`config.mk`:
```
export PLATFORM = sky130hd
export DESIGN_NAME = pipe_stall_ctrl
export DESIGN_NICKNAME = d
export VERILOG_FILES = /design/src/rtl/pipe_stall_ctrl_pkg.sv /design/src/rtl/pipe_stall_ctrl_sat_counter.sv /design/src/rtl/pipe_stall_ctrl.sv
export SDC_FILE = /design/constraint.sdc
export NUM_CORES = 1
export LEC_CHECK = 0
export ABC_CLOCK_PERIOD_IN_PS = 2700
export CAP_MARGIN = 15
export CORE_MARGIN = 2
export CORE_UTILIZATION = 50
export DETAILED_ROUTE_END_ITERATION = 16
export PLACE_DENSITY = 0.79
export SLEW_MARGIN = 20
export SYNTH_ARGS = -nofsm -noshare
export SYNTH_HDL_FRONTEND = slang
export SYNTH_SLANG_ARGS = --single-unit
```
`constraint.sdc`:
```
create_clock -name clk -period 2.7 [get_ports clk]
set_clock_uncertainty 0.05 [all_clocks]
set_input_delay 0.675 -clock clk [delete_from_list [all_inputs] [get_ports clk]]
set_output_delay 0.675 -clock clk [all_outputs]
set_load 0.01 [all_outputs]
```
`src/rtl/pipe_stall_ctrl_pkg.sv`:
```
// Shared stall-vector layout, stall codes and sequencer states for pipe_stall_ctrl.
package pipe_stall_ctrl_pkg;

  localparam int unsigned STALL_W = 6;

  localparam int unsigned STG_PC  = 0;
  localparam int unsigned STG_IF  = 1;
  localparam int unsigned STG_ID  = 2;
  localparam int unsigned STG_EX  = 3;
  localparam int unsigned STG_MEM = 4;
  localparam int unsigned STG_WB  = 5;

  localparam logic [STALL_W-1:0] STALL_NONE = 6'b000000;
  localparam logic [STALL_W-1:0] STALL_ID   = 6'b000111;
  localparam logic [STALL_W-1:0] STALL_EX   = 6'b001111;

  typedef enum logic [1:0] {
    ST_IDLE    = 2'd0,
    ST_MD_WAIT = 2'd1,
    ST_MD_DONE = 2'd2
  } md_state_e;

endpackage

```
`src/rtl/pipe_stall_ctrl_sat_counter.sv`:
```
// Saturating up-counter with synchronous active-high clear.
module sat_counter #(
  parameter int unsigned W = 32
) (
  input  logic         clk,
  input  logic         rst,
  input  logic         inc,
  output logic [W-1:0] q
);

  logic [W-1:0] q_q;
  logic [W-1:0] q_d;

  always_comb begin
    q_d = q_q;
    if (inc && (q_q != '1)) q_d = q_q + 1'b1;
  end

  always_ff @(posedge clk) begin
    if (rst) q_q <= '0;
    else     q_q <= q_d;
  end

  assign q = q_q;

endmodule

```
`src/rtl/pipe_stall_ctrl.sv`:
```
// Pipeline stall/flush sequencer: merges load-use, mult/div and flush requests,
// runs the mult/div start/done handshake with timeout, and counts stall cycles.
module pipe_stall_ctrl
  import pipe_stall_ctrl_pkg::*;
#(
  parameter int unsigned MD_TIMEOUT = 64,
  parameter int unsigned TMR_W      = 7,
  parameter int unsigned CNT_W      = 32
) (
  input  logic               clk,
  input  logic               rst,
  input  logic               id_stallreq,
  input  logic               ex_md_req,
  input  logic               flush_req,
  input  logic               md_done,
  output logic [STALL_W-1:0] stall,
  output logic               flush,
  output logic               md_start,
  output logic               md_abort,
  output logic               md_result_valid,
  output logic               md_err,
  output logic [CNT_W-1:0]   stall_cnt
);

  localparam logic [TMR_W-1:0] TMR_LAST = TMR_W'(MD_TIMEOUT - 1);

  md_state_e        state_q, state_d;
  logic [TMR_W-1:0] timer_q, timer_d;
  logic             err_q, err_d;
  logic             res_ok_q, res_ok_d;

  always_comb begin
    state_d         = state_q;
    timer_d         = timer_q;
    err_d           = err_q;
    res_ok_d        = res_ok_q;
    stall           = STALL_NONE;
    flush           = 1'b0;
    md_start        = 1'b0;
    md_abort        = 1'b0;
    md_result_valid = 1'b0;
    if (!rst) begin
      unique case (state_q)
        ST_IDLE: begin
          if (flush_req) begin
            flush = 1'b1;
          end else if (ex_md_req) begin
            md_start = 1'b1;
            stall    = STALL_EX;
            state_d  = ST_MD_WAIT;
            timer_d  = '0;
          end else if (id_stallreq) begin
            stall = STALL_ID;
          end
        end
        ST_MD_WAIT: begin
          if (flush_req) begin
            flush    = 1'b1;
            md_abort = 1'b1;
            state_d  = ST_IDLE;
            timer_d  = '0;
          end else begin
            stall   = STALL_EX;
            timer_d = timer_q + 1'b1;
            // done is tested before timeout so a same-cycle done wins
            if (md_done) begin
              state_d  = ST_MD_DONE;
              res_ok_d = 1'b1;
            end else if (timer_q == TMR_LAST) begin
              md_abort = 1'b1;
              err_d    = 1'b1;
              state_d  = ST_MD_DONE;
              res_ok_d = 1'b0;
            end
          end
        end
        ST_MD_DONE: begin
          md_result_valid = res_ok_q;
          state_d         = ST_IDLE;
          if (flush_req)        flush = 1'b1;
          else if (id_stallreq) stall = STALL_ID;
        end
        default: state_d = ST_IDLE;
      endcase
    end
  end

  always_ff @(posedge clk) begin
    if (rst) begin
      state_q  <= ST_IDLE;
      timer_q  <= '0;
      err_q    <= 1'b0;
      res_ok_q <= 1'b0;
    end else begin
      state_q  <= state_d;
      timer_q  <= timer_d;
      err_q    <= err_d;
      res_ok_q <= res_ok_d;
    end
  end

  assign md_err = err_q;

  sat_counter #(.W(CNT_W)) u_stall_cnt (
    .clk (clk),
    .rst (rst),
    .inc (|stall),
    .q   (stall_cnt)
  );

endmodule

```
[Word level (Yosys, flattened, before mapping)]
Index checks and enable logic that the tools add are counted.
Word-level totals
  flip-flop bits (word level): 43
  bits of input ports: 6
  output and inout port bits: 43
  word-level logic and storage cells: 59
Operators by class
  add/sub/neg operators: 2
  eq/ne operators: 7
  muxes and demuxes: 33
  bitwise gates (word level): 2
  reduce and logical (&&, ||, !) cells: 10
Operator list (count)
  32-bit by 1-bit adder with 32-bit output, second input constant: 1
  32-bit inequality test, second input constant: 1
  7-bit two-way mux: 3
  6-bit case mux with 3 select lines: 1
  1-bit two-way mux: 16
  7-bit case mux with 2 select lines: 1
  4-bit two-way mux: 3
  6-bit two-way mux: 2
  2-bit two-way mux: 5
  3-bit AND reduction: 3
  7-bit by 1-bit adder with 7-bit output, second input constant: 1
  7-bit by 6-bit equality test with 1-bit output, second input constant: 1
  6-bit OR reduction: 1
  2-bit inequality test, second input constant: 2
  4-bit inequality test, second input constant: 1
  2-bit case mux with 2 select lines: 1
  4-bit AND reduction: 1
  2-bit nonzero test: 2
  3-bit two-way mux: 1
  3-bit OR reduction: 1
  2-bit by 1-bit equality test with 1-bit output, second input constant: 1
  2-bit equality test, second input constant: 1
  2-bit logical NOT: 1
  1-bit NOT: 2
  1-bit logical AND: 1

[Logic depth before layout (Yosys ltp)]
Gate-level depths: netlist of run 1.
  word-level depth: 7
  depth in mapped cells: 7
  mapped depth without buffers: 6

[Cells and area by module]
A second synthesis of run 1 with hierarchy kept.
Unflattened totals
  cells, all modules: 260
  area, all modules: 2227.1 sq um
By module, submodules not included
  sat_counter: instances 1, cells an instance 187, area an instance 1606.5 sq um, sequential area each 640.6 sq um
  pipe_stall_ctrl: instances 1, cells an instance 73, area an instance 620.6 sq um, sequential area each 220.2 sq um

[Worst setup path after synthesis of run 1]
Ideal clock, no wire load.
  path type: input to register
  start point: in rst
  end point: reg u_stall_cnt.q_q[17], in the netlist u_stall_cnt.q[17]
  library setup time: 0.070 ns
  arrival: 2.186 ns
  data required time: 2.580 ns
  setup slack: 0.394 ns
  cell stages on the path: 6
  buffers on the path: 1
  cells stage by stage: buf_6 -> or2_4 -> a2111o_1 -> a211o_1 -> or3_1 -> a21oi_1
Between the ends
  cells in the longest elaborated chain, start to end: 3
Ends and longest elaborated chain
  start: declaration: RTL line pipe_stall_ctrl.sv:11  | input logic rst,
  6-bit two-way mux: RTL line pipe_stall_ctrl.sv:42  | if (!rst) begin
  6-bit OR reduction: RTL line pipe_stall_ctrl.sv:107  | .inc (|stall),
  1-bit logical AND: RTL line pipe_stall_ctrl_sat_counter.sv:16  | if (inc && (q_q != '1)) q_d = q_q + 1'b1;
  end signal: assignment: RTL line pipe_stall_ctrl_sat_counter.sv:21  | else q_q <= q_d;
  end: declaration: RTL line pipe_stall_ctrl_sat_counter.sv:11  | logic [W-1:0] q_q;
Parallel ways exist; a longest one is shown, timed or not.
A chain may end at the register's enable or synchronous reset.

[Worst setup path in the final report of run 1]
  start point: in flush_req
  end point: out stall[2]
Between the ends
  cells in the longest elaborated chain, start to end: 3
  elaborated cells between the ends (all ways): 5
  those cells by class: mux (5)
Ends and longest elaborated chain
  start: declaration: RTL line pipe_stall_ctrl.sv:14  | input logic flush_req,
  6-bit two-way mux (tied with other cells): RTL line pipe_stall_ctrl.sv:80  | if (flush_req) flush = 1'b1;
  6-bit case mux with 3 select lines *: RTL line pipe_stall_ctrl.sv:43  | unique case (state_q)
  6-bit two-way mux *: RTL line pipe_stall_ctrl.sv:42
  end: declaration: RTL line pipe_stall_ctrl.sv:16  | output logic [STALL_W-1:0] stall,
Every way passes the cells marked *; elsewhere a longest branch is shown, timed or not.

==> impl_metrics.py, run 1 <==
metrics = {
    "clocking": {
        "cts_max_level": 2,
        "cts_sinks": 43,
        "cts_buffer_depth": 2,
        "cts_buffers": 5,
        "cts.hold.buffers_added": 0,
        "clk_latency_ns": 0.29,
        "root_buffer": "clkbuf_8",
        "path_clk_slew_ns": 0.07,
        "cts_tree": "yes",
    },
    "worst_setup_path": {
        "critPathSlowestCell": "clkdlybuf4s50_1",
        "required_ns": 1.98,
        "worstSetupPathType": "primary input to output port",
        "crit_chain": "clkdlybuf4s50_1 > or2_4 > a21oi_2 > dlygate4sd2_1",
        "cp_slowest_stage_delay_ns": 0.47,
        "ff2ff_setup_slack_ns": 0.38,
        "r2r_end": "u_stall_cnt.q[1]",
        "start_kind": "primary input",
        "cp_max_fo": 5,
        "rr_worst_depth": 6,
        "arrival_ns": 1.92,
        "reg2reg_from": "u_stall_cnt.q[16]",
        "end_kind": "output port",
    },
    "min_path": {
        "hold_path.class": "flop to flop",
        "min_from": "res_ok_q",
        "whs_endpoint": "res_ok_q",
        "holdPathStages": 2,
    },
    "layout": {
        "final_nets": 337,
        "stdcell_area_um2": 2940,
        "final_core_util_pct": 68.0,
        "area_growth_pct": 32.2,
        "drive_gt1_share_pct": 12.2,
        "diodes": 0,
    },
    "global_route": {
        "grt-ovfl-total": 0,
        "grt_max_degree": 29,
        "antenna_found_initial": 0,
        "grtUsageTotal_pct": 20.6,
        "grt_pass1_wl_mm": 8.59,
        "grt_pass1_vias": 1933,
    },
    "power_and_ir_drop": {
        "p_switching_uw": 267,
        "p_sw_share_pct": 21.9,
        "clockPowerShare_pct": 39.8,
        "p_int_uw": 950,
        "comb_power_share_pct": 7.2,
        "ir_drop_uv": 342,
        "power.share.sequential_pct": 53.0,
        "p_leak_nw": 0.997,
        "powerDensity_nw_per_um2": 414,
    },
    "detailed_routing": {
        "viasPerCell": 5.80,
        "route.antenna.remaining_nets": 0,
        "routedWlPerCell_um": 13.9,
        "drcViolationCount": 0,
        "num_vias": 2208,
        "drt_iter0_markers": 118,
        "drt_pre_antenna_iters": 4,
        "routed_wl_mm": 5.30,
    },
    "timing": {
        "finalSetupViolCount": 0,
        "slew_violations": 0,
        "setup_tns_ns": 0,
        "fin_hold_ws_ns": 0.428,
        "max_slew_margin_pct": 52.3,
        "finalHoldViolations": 0,
        "rsz0062_at_grt": "true",
        "fmax_mhz": 378,
        "timing.final.crit_share_pct": 98.0,
        "tightest_slew_ns": 0.711,
        "finalCriticalPeriod_ns": 2.65,
    },
    "die": {
        "dieArea_um2": 5000,
        "die_y_um": 70.7,
        "core-area_um2": 4320,
        "die_x_um": 70.7,
        "io_pins": 49,
        "row_count": 24,
        "initial_utilization_pct": 51.4,
    },
    "logic_synthesis": {
        "synth_top_area_cell": "dfxtp_1",
        "synthArstFlopShare_pct": 0,
        "yosysSeqAreaShare_pct": 38.7,
        "syn-mean-instance-area_um2": 8.30,
        "synth_cells": 268,
        "synth.top_cell.area_share_pct": 38.7,
        "ys_warn_count": 0,
        "synth_area_leaders": "dfxtp_1 (39%), a21oi_1 (6.1%), or3_1 (5.1%)",
        "ys_ff_latch": 43,
        "synth_edf_count": 0,
        "ys.flop_type": "dfxtp_1",
        "synth_area_um2": 2220,
        "ys_types": 49,
    },
    "placement": {
        "place.port_buffers": 46,
        "place_area_um2": 2820,
        "hpwlAfterDp_mm": 3.79,
        "gp_congestion": 0.794,
    },
    "run": {
        "max_cap_viol_count": 0,
    },
    "outcome": {
        "status": "completed",
    },
}
[flip-flops by register name, indices dropped and copies added, names as in the netlist]
signal / cells
md_err: 1
res_ok_q: 1
timer_q: 7
state_q: 2
u_stall_cnt.q: 32
[worst max path at each step]
stage / startpoint / to / slack (ns) / cells after the start
6_report: flush_req / stall[2] / 0.05 / 4
3_3_place_gp: flush_req / stall[0] / -0.28 / 4
4_1_cts: flush_req / stall[2] / 0.05 / 4
5_1_grt: flush_req / stall[2] / -0.008 / 4
2_1_floorplan: rst / u_stall_cnt.q[17] / 0.39 / 6
3_5_place_dp: flush_req / stall[2] / -0.36 / 4
[cell usage in the layout (no fill, tap or decap), drive strengths merged, types with 6 or more instances in the layout]
cell type and n:
nand2 12, o31ai 6, nand3 16, xnor2 7
or3 18, o21ai 22, clkbuf 6, clkdlybuf4s50 38
inv 9, nor2 23, dlygate4sd2 7, nand4 12
dfxtp 43, buf 22, a21oi 27
[Yosys cell counts, types with 2 or more instances]
cell        n
nand4_1    11
o31ai_1     5
nor2_1     23
buf_4       5
clkbuf_1    7
a2111oi_2   2
nor2b_1     2
o21ai_0    22
or3_1      18
and2_1      2
nor4_1      4
xnor2_1     7
dfxtp_1    43
nand3_1    16
inv_1       9
ha_1        2
a21o_1      2
and3_1      4
a22oi_1     2
a211o_1     2
nand2_1    12
and4_1      5
a211oi_1    2
a2111o_1    2
or4_1       3
a21oi_1    27
nor3_1      5
xor2_1      3
[power by group through the flow]
stage,clock [mW],sequential [mW],combinational [mW]
floorplan,0,0.659,0.0504
global route,0.519,0.646,0.0950
finish,0.484,0.645,0.0877
detailed placement,0,0.660,0.0889
CTS,0.487,0.645,0.0875
global placement,0,0.659,0.0871
[final cells by class]
class / count / area, um2
clock inverters: 1 / 30.0
repair buffers: 67 / 604
clock buffers: 6 / 72.6
inverters: 9 / 33.8
well taps: 52 / 65.1
fillers: 380 / 1380
flip-flops and latches: 43 / 861
multi-input cells: 203 / 1270
[timing repair]
action                     CTS  global route
pin swaps                    1             0
setup endpoints to repair    8             7
setup buffers                1             0
gates resized for setup     13             3
[kinds of logic after synthesis]
| logic type | share of synthesized area (%) |
|---|---|
| AO/OA/AOI/OAI | 21.3 |
| flip-flops | 38.7 |
| adder cells (fa/ha/maj) | 1.13 |
| XOR/XNOR | 3.94 |
| AND/OR/NAND/NOR | 28.6 |
| multiplexers | 0.957 |
| other | 0.169 |
| buffers and inverters | 5.12 |
[layer usage]
metal	part of all wire, %	wire [um]	GRT usage, %	vias to the layer above
li1	-	-	-	1116
met1	50	2630	27.9	1040
met2	45	2410	34.5	48
met3	4.1	215	3.42	4
met4	0.79	42	5.24	0
met5	0	0	0	-
[stage by stage]
stage,total power [mW],setup WS (ns),cells
floorplan,0.709,0.394,269
global placement,0.746,-0.279,373
detailed placement,0.748,-0.358,373
CTS,1.22,0.0499,381
global route,1.26,-0.00784,381
finish,1.22,0.0541,381
[worst max-delay path: cells and delay by family]
| family | cells | cell delay, ns |
|---|---|---|
| buf+inv | 2 | 0.77 |
| compound gates | 1 | 0.18 |
| simple gates | 1 | 0.29 |
(Power assumes the default switching activity.)
==> run 2, diff against run 1 <==
--- a/config.mk
+++ b/config.mk
@@ -8,9 +8,10 @@
 export ABC_CLOCK_PERIOD_IN_PS = 2700
 export CAP_MARGIN = 15
 export CORE_MARGIN = 2
-export CORE_UTILIZATION = 50
+export CORE_UTILIZATION = 52
+export CTS_BUF_LIST = sky130_fd_sc_hd__clkbuf_8
 export DETAILED_ROUTE_END_ITERATION = 16
-export PLACE_DENSITY = 0.79
+export PLACE_DENSITY = 0.82
 export SLEW_MARGIN = 20
 export SYNTH_ARGS = -nofsm -noshare
 export SYNTH_HDL_FRONTEND = slang
==> impl_metrics.py, run 2 (synthesis results as in run 1) <==
metrics = {
    "layout": {
        "area_growth_pct": 31.3,
        "stdcell_area_um2": 2920,
        "final_nets": 337,
        "fillerInstances": 344,
        "mostFrequentLayoutCell": "dfxtp_1",
        "largest_register_ffs": 32,
        "final_cell_mix": "dfxtp_1 (43), clkdlybuf4s50_1 (36), a21oi_1 (26), o21ai_0 (22), nor2_1 (22)",
        "drive_gt1_share_pct": 12.4,
        "regArea_um2": 861,
        "final_core_util_pct": 72.0,
        "diodes": 0,
        "multiInputGateArea_um2": 1270,
        "layout.cells.non_filler": 380,
    },
    "run": {
        "max_cap_viol_count": 0,
    },
    "global_route": {
        "grt_max_degree": 39,
        "grtUsageTotal_pct": 21.6,
        "grt_pass1_wl_mm": 8.71,
        "grt_pass1_vias": 2004,
        "antenna_found_initial": 0,
        "grt-ovfl-total": 0,
    },
    "die": {
        "initial_utilization_pct": 54.8,
        "die_y_um": 69.4,
        "row_count": 23,
        "dieArea_um2": 4810,
        "core-area_um2": 4060,
        "die_x_um": 69.4,
        "io_pins": 49,
    },
    "clocking": {
        "cts_sinks": 43,
        "cts_tree": "yes",
        "root_buffer": "clkbuf_8",
        "cts_buffer_depth": 2,
        "cts_setup_buffers": 0,
        "clk_latency_ns": 0.30,
        "cts_buffers": 5,
        "path_clk_slew_ns": 0.08,
        "cts_max_level": 2,
    },
    "timing": {
        "setup_ws_ns": 0.144,
        "max_slew_margin_pct": 46.2,
        "tightest_slew_ns": 0.802,
        "fmax_mhz": 391,
        "timing.final.crit_share_pct": 94.7,
        "fin_hold_ws_ns": 0.422,
        "setup_tns_ns": 0,
        "finalHoldViolations": 0,
        "finalSetupViolCount": 0,
        "finalCriticalPeriod_ns": 2.56,
        "rsz0062_at_grt": "false",
        "slew_violations": 0,
    },
    "power_and_ir_drop": {
        "clockPowerShare_pct": 35.3,
        "p_switching_uw": 276,
        "p_int_uw": 855,
        "p_total_mw": 1.13,
        "power.share.sequential_pct": 57.0,
        "comb_power_share_pct": 7.6,
        "p_sw_share_pct": 24.4,
        "powerDensity_nw_per_um2": 387,
        "p_leak_nw": 1.00,
        "ir_drop_uv": 317,
    },
    "worst_setup_path": {
        "required_ns": 2.88,
        "start_kind": "primary input",
        "worstSetupPathType": "primary input to flop",
        "cp_max_fo": 10,
        "end_kind": "flop",
        "arrival_ns": 2.74,
    },
    "min_path": {
        "hold_path.class": "flop to flop",
    },
    "placement": {
        "place.port_buffers": 46,
        "place_area_um2": 2830,
        "place_ws_ns": -0.343,
        "hpwlAfterDp_mm": 3.78,
        "placed_cells": 372,
        "gp_congestion": 0.795,
    },
    "detailed_routing": {
        "routed_wl_mm": 5.24,
        "routedWlPerCell_um": 13.8,
        "drt_pre_antenna_iters": 4,
        "drcViolationCount": 0,
        "route.antenna.remaining_nets": 0,
        "viasPerCell": 5.84,
        "drt_iter0_markers": 107,
        "num_vias": 2219,
    },
    "outcome": {
        "status": "completed",
    },
}
[run 2: power by group through the flow]
stage	sequential, mW	clock [mW]	combinational [mW]
after global routing	0.646	0.429	0.0936
after global placement	0.659	0	0.0873
final	0.645	0.399	0.0865
after detailed placement	0.660	0	0.0899
after CTS	0.645	0.405	0.0871
after floorplan	0.659	0	0.0504
[run 2: layout make-up]
cell class	count	area share [%]
multi-input combinational	203	43.6
sequential	43	29.5
timing repair buffer	67	20.7
clock buffer	5	2.36
tap	50	2.14
inverter	9	1.16
clock inverter	3	0.557
[run 2: path summary, 6_finish.rpt]
path,slack (ns),cells after the start,start,to
worst max-delay path,0.14,7,ex_md_req,u_stall_cnt.q[21]
worst min register to register,0.42,2,md_err,md_err
worst min-delay path,0.42,2,md_err,md_err
worst max register to register,0.32,6,u_stall_cnt.q[16],u_stall_cnt.q[4]
[run 2: critical path, stage by stage]
cell and delay [ns]:
clkdlybuf4s50_1 0.52, o21bai_2 0.11, buf_4 0.16, a2111o_1 0.44
a211o_4 0.34, or3_1 0.35, a21oi_1 0.14
[run 2: repair_timing]
| action | 4_1_cts | 5_1_grt |
|---|---|---|
| gates resized for setup | 12 | 6 |
| hold buffers | 0 | 0 |
| endpoints found under the setup margin | 8 | 7 |
| pin swaps | 0 | 1 |
[run 2: per-layer routing]
metal / GRT usage [%] / vias up / part of all wire (%)
li1: - / 1119 / -
met1: 27.7 / 1049 / 48
met2: 36.2 / 45 / 46
met3: 4.94 / 6 / 4.1
met4: 6.75 / 0 / 1.2
met5: 0 / - / 0
